[config.mk]
export PLATFORM = sky130hd
export DESIGN_NAME = hr_interval_bpm
export DESIGN_NICKNAME = d
export VERILOG_FILES = /design/src/rtl/hr_interval_bpm.sv
export SDC_FILE = /design/constraint.sdc
export NUM_CORES = 1
export LEC_CHECK = 0
export CAP_MARGIN = 20
export CORE_ASPECT_RATIO = 0.8
export CORE_MARGIN = 10
export CORE_UTILIZATION = 59
export DETAILED_ROUTE_END_ITERATION = 10
export PLACE_DENSITY = 0.83
export SKIP_CTS_REPAIR_TIMING = 1
export SLEW_MARGIN = 20
export SYNTH_ARGS = -nofsm -noshare
export SYNTH_HDL_FRONTEND = slang
export SYNTH_SLANG_ARGS = --single-unit
[constraint.sdc]
create_clock -name clock -period 9.8 [get_ports clock]
set_input_delay 0.98 -clock clock [delete_from_list [all_inputs] [get_ports clock]]
set_output_delay 0.98 -clock clock [all_outputs]
set_load 0.02 [all_outputs]
[src/rtl/hr_interval_bpm.sv]
// Beat-interval measurement with a 4-deep interval history and restoring-divider BPM output.
// Optional outlier rejection against the running average: define HR_OUTLIER_REJECT_EN.
module hr_interval_bpm #(
  parameter int SAMPLE_RATE  = 100,
  parameter int CNT_W        = 11,
  parameter int MIN_INTERVAL = 30,
  parameter int MAX_INTERVAL = 200
) (
  input  logic             clock,
  input  logic             reset_n,
  input  logic             sample_tick,
  input  logic             peak,
  output logic [CNT_W-1:0] interval,
  output logic             beat_accepted,
  output logic             beat_rejected,
  output logic             locked,
  output logic [7:0]       bpm,
  output logic             bpm_valid
);

  localparam int SUM_W = CNT_W + 2;
  localparam logic [CNT_W-1:0] CNT_SAT  = CNT_W'(MAX_INTERVAL + 1);
  localparam logic [CNT_W-1:0] CNT_MIN  = CNT_W'(MIN_INTERVAL);
  localparam logic [CNT_W-1:0] CNT_ONE  = CNT_W'(1);
  localparam logic [15:0]      DIVIDEND = 16'(60 * SAMPLE_RATE * 4);

  typedef enum logic [1:0] {IDLE, LOAD, DIV, DONE} state_t;
  state_t state, state_next;

  logic [CNT_W-1:0] cnt;
  logic             armed;
  logic             pending;
  logic [CNT_W-1:0] history [4];
  logic [1:0]       wr_ptr;
  logic [SUM_W-1:0] sum;
  logic [2:0]       fill;
  logic [15:0]      quot;
  logic [SUM_W-1:0] rem;
  logic [SUM_W-1:0] divisor;
  logic [3:0]       div_cnt;
  logic [SUM_W:0]   rem_shift;
  logic             rem_ge;

  logic timeout, in_range, outlier, restart, accept, reject;

`ifdef HR_OUTLIER_REJECT_EN
  logic [SUM_W-1:0] avg, cnt_ext, dev;
  always_comb begin
    avg     = sum >> 2;
    cnt_ext = SUM_W'(cnt);
    dev     = (cnt_ext > avg) ? (cnt_ext - avg) : (avg - cnt_ext);
    outlier = locked && (dev > (sum >> 4));
  end
`else
  assign outlier = 1'b0;
`endif

  assign locked   = (fill == 3'd4);
  assign timeout  = armed && (cnt == CNT_SAT);
  assign in_range = (cnt >= CNT_MIN);
  // Any in-range peak restarts the counter, even one rejected as an outlier.
  assign restart  = peak && armed && !timeout && in_range;
  assign accept   = restart && !outlier;
  assign reject   = peak && armed && !timeout && !accept;

  always_ff @(posedge clock or negedge reset_n) begin
    if (!reset_n) begin
      cnt   <= '0;
      armed <= 1'b0;
    end else if (peak && (!armed || timeout)) begin
      cnt   <= '0;
      armed <= 1'b1;
    end else if (timeout) begin
      armed <= 1'b0;
    end else if (restart) begin
      cnt <= sample_tick ? CNT_ONE : '0;
    end else if (sample_tick && (cnt != CNT_SAT)) begin
      cnt <= cnt + CNT_ONE;
    end
  end

  always_ff @(posedge clock or negedge reset_n) begin
    if (!reset_n) begin
      interval      <= '0;
      beat_accepted <= 1'b0;
      beat_rejected <= 1'b0;
    end else begin
      beat_accepted <= accept;
      beat_rejected <= reject;
      if (accept || reject) interval <= cnt;
    end
  end

  // Slots not yet filled hold zero, so subtracting the oldest entry is always safe.
  always_ff @(posedge clock or negedge reset_n) begin
    if (!reset_n) begin
      for (int i = 0; i < 4; i++) history[i] <= '0;
      wr_ptr <= '0;
      sum    <= '0;
      fill   <= '0;
    end else if (timeout) begin
      for (int i = 0; i < 4; i++) history[i] <= '0;
      wr_ptr <= '0;
      sum    <= '0;
      fill   <= '0;
    end else if (accept) begin
      history[wr_ptr] <= cnt;
      wr_ptr          <= wr_ptr + 2'd1;
      sum             <= sum - SUM_W'(history[wr_ptr]) + SUM_W'(cnt);
      if (fill != 3'd4) fill <= fill + 3'd1;
    end
  end

  always_comb begin
    state_next = state;
    case (state)
      IDLE:    if (accept && (fill >= 3'd3)) state_next = LOAD;
      LOAD:    state_next = DIV;
      DIV:     if (div_cnt == 4'd15) state_next = DONE;
      DONE:    state_next = (pending || accept) ? LOAD : IDLE;
      default: state_next = IDLE;
    endcase
    if (timeout) state_next = IDLE;
  end

  assign rem_shift = {rem, quot[15]};
  assign rem_ge    = (rem_shift >= {1'b0, divisor});

  always_ff @(posedge clock or negedge reset_n) begin
    if (!reset_n) begin
      state     <= IDLE;
      pending   <= 1'b0;
      quot      <= '0;
      rem       <= '0;
      divisor   <= '0;
      div_cnt   <= '0;
      bpm       <= '0;
      bpm_valid <= 1'b0;
    end else begin
      state     <= state_next;
      bpm_valid <= 1'b0;
      if (timeout) begin
        pending   <= 1'b0;
        bpm       <= '0;
        bpm_valid <= 1'b1;
      end else begin
        if (accept && ((state == LOAD) || (state == DIV))) pending <= 1'b1;
        case (state)
          LOAD: begin
            quot    <= DIVIDEND;
            rem     <= '0;
            divisor <= sum;
            div_cnt <= '0;
          end
          DIV: begin
            quot    <= {quot[14:0], rem_ge};
            rem     <= rem_ge ? SUM_W'(rem_shift - {1'b0, divisor}) : SUM_W'(rem_shift);
            div_cnt <= div_cnt + 4'd1;
          end
          DONE: begin
            bpm       <= (|quot[15:8]) ? 8'hFF : quot[7:0];
            bpm_valid <= 1'b1;
            pending   <= 1'b0;
          end
          default: ;
        endcase
      end
    end
  end

endmodule

==> impl_metrics.tcl <==
set metrics [dict create \
    timing_max_transition_violations_final 0 \
    via_per_inst 5.95 \
    fp.dieW_um 152 \
    clk_transition_reported_paths_ns 0.06 \
    tightest_slew_ns 0.924 \
    clk_latency_ns 0.43 \
    drt_pre_antenna_iters 5 \
    area_growth_syn_to_layout_pct 9.42 \
    min_tclk_post_route_ns 3.99 \
    final-setup-viol-count 0 \
    final.fill_count 1093 \
    cp.arrival_ns 4.27 \
    timing.setup.critical_path_class "flip-flop to flip-flop" \
    multi_input_comb_area_um2 4030 \
    cts_tree "yes" \
    critical_path_required_ns 10.08 \
    asyncSetResetFlopFracSynth_pct 100 \
    critical_path.slowest_cell "sky130_fd_sc_hd__dfrtp_1" \
    nets 905 \
    maxSlewHeadroom_pct 38.3 \
    synth.lib_cells_used.distinct 69 \
    htreeDepth 4 \
    worstPathMaxFanout 16 \
    fin_worst_skew_ns 0.0144 \
    commonest_cells_after_routing_fill_and_taps_aside "145 x sky130_fd_sc_hd__dfrtp_1, 107 x sky130_fd_sc_hd__nand2_1, 74 x sky130_fd_sc_hd__o21ai_0" \
    grtUsageTotal_pct 19.0 \
    status "complete, no violations" \
    finalHoldViolCount 0 \
    period_share_pct 40.7 \
    place_congestion 0.874 \
    chipHeight_um 126 \
    rsz0062_at_grt "no" \
    top_level_i_o_count 27 \
    cap_viol_max_count 0 \
    timing.critical_path.cells "mux4_2 -> fa_1 -> inv_1 -> ha_1 -> a211oi_1 -> o21ai_0 -> a31oi_1 -> o21ai_0 -> xnor2_1 -> o21ai_0" \
    die_area_um2 19100 \
    nature_of_the_critical_path_endpoint "flip-flop" \
    grt_pass1_vias 5967 \
    cts-buffers-inserted 17 \
    cp-start-kind "flip-flop" \
    timing.critical_path.max_delay_family "compound AO/OA/AOI/OAI gates" \
    floorplan.rows 38 \
    drt_iter0_drc 653 \
    number_of_antenna_violations_at_the_first_check_in_global_routing 0 \
    grt_max_degree 84 \
    drtAntennaViolNets 0 \
    min_path_type "flip-flop to flip-flop" \
    tns_ns 0 \
    synth_seq_area_share_pct 44.1 \
    synth_enable_flop_cells 0 \
    max_clock_freq_mhz 251 \
    yosys_reg_bits 145 \
    ctsRootBufferMaster "sky130_fd_sc_hd__clkbuf_16" \
    vias 6199 \
    core-area_um2 13600 \
    crit_path_frequent_cell "sky130_fd_sc_hd__o21ai_0" \
    seq_area_um2 3630 \
    synth.net_count 909 \
    synth_area_per_cell_um2 9.65 \
    synth.cell_area_um2 8220 \
    final_core_utilization_pct 66.2 \
    grt_remaining_overflow 0 \
    max_stage_delay_ns 0.94 \
    grt_pass1_wl_um 30200 \
    final_common_cell "sky130_fd_sc_hd__dfrtp_1" \
    antenna_cell_count 0 \
    initial_core_util_pct 60.5 \
    route.detailed.wl_per_inst_um 17.5 \
    drive_gt1_share_pct 9.64 \
    cts.sink_count 145 \
    critical_path.n_buffers_inverters 1 \
    finalWirelength_um 18200 \
    syn_inst 852 \
    io_buffers 26 \
    yosysWarnings 0 \
    clockBufferDepth 2 \
    hpwlAfterDp_um 12100 \
    synthFlopType "sky130_fd_sc_hd__dfrtp_1" \
    drc_errors 0 \
]
## metrics by stage
stage | setup WS (ns) | hold slack (ns) | instance area [um2] | cells
floorplan | 6.17 | 0.463 | 8220 | 852
CTS | 5.82 | 0.501 | 8990 | 1041
global placement | 5.97 | 0.478 | 8450 | 1009
detailed placement | 5.86 | 0.487 | 8450 | 1009
finish | 5.81 | 0.494 | 9000 | 1041
global route | 5.62 | 0.529 | 9000 | 1041
## flip-flops by register name, summed over array words and instances, names as in the netlist
register	flops
pending	1
beat_rejected	1
bpm_valid	1
beat_accepted	1
history	44
bpm	8
fill	3
rem	13
armed	1
div_cnt	4
quot	16
wr_ptr	2
divisor	13
state	2
sum	13
cnt	11
interval	11
## Yosys cell counts (all sizes together), types with 12 or more instances
master	n	area share (%)
nor2	35	1.6
buf	34	2.7
a21oi	27	1.7
xnor2	17	1.8
ha	41	6.2
nand2	108	5.0
dfrtp	145	44
inv	74	3.4
nand3	67	4.3
fa	12	2.9
o21ai	100	6.1
and2	14	1.1
clkbuf	18	0.82
mux2	16	2.2
## layer usage
metal,wire length (um),GRT usage (%),vias to the layer above
met4,270,6.16,0
met2,8040,27.8,244
met5,0,0,-
li1,-,-,2922
met3,1400,5.28,27
met1,8480,26.6,3006
## worst register-to-register path, cell delays in order, from the launching register on
cell and delay, ns:
sky130_fd_sc_hd__dfrtp_1 0.94, sky130_fd_sc_hd__mux4_2 0.65, sky130_fd_sc_hd__fa_1 0.56, sky130_fd_sc_hd__inv_1 0.07
sky130_fd_sc_hd__ha_1 0.32, sky130_fd_sc_hd__a211oi_1 0.36, sky130_fd_sc_hd__o21ai_0 0.23, sky130_fd_sc_hd__a31oi_1 0.33
sky130_fd_sc_hd__o21ai_0 0.16, sky130_fd_sc_hd__xnor2_1 0.15, sky130_fd_sc_hd__o21ai_0 0.09
## layout make-up
class                   instances  share of cell area (%)
clock inverters                15                    1.38
repair buffers                 29                    3.20
flip-flops and latches        145                    40.3
multi-input cells             581                    44.8
clock buffers                  17                    4.73
well taps                     180                    2.50
inverters                      74                    3.09
## cell families (layout without fill, tap and decap cells)
logic type	count (synthesis)	after routing	synth area share, %
compound gates	195	195	15.0
xor+xnor	26	26	2.77
fa+ha+maj	53	53	9.16
buf+inv	126	135	6.88
flops	145	145	44.1
mux	32	32	5.86
simple gates	275	275	16.3
## path summary, 6_finish.rpt
check / startpoint / endpoint / slack (ns) / depth (start not counted)
hold reg to reg: pending / pending / 0.49 / 2
setup reg to reg: wr_ptr[0] / sum[11] / 5.81 / 10
min in group asynchronous: reset_n / quot[8] / 0.53 / 1
hold / removal: pending / pending / 0.49 / 2
setup / recovery: wr_ptr[0] / sum[11] / 5.81 / 10
max in group asynchronous: reset_n / history[26] / 8.13 / 2
Power is not shown: default switching activity piles up to over one toggle a cycle in this logic, so the estimate is an artifact.
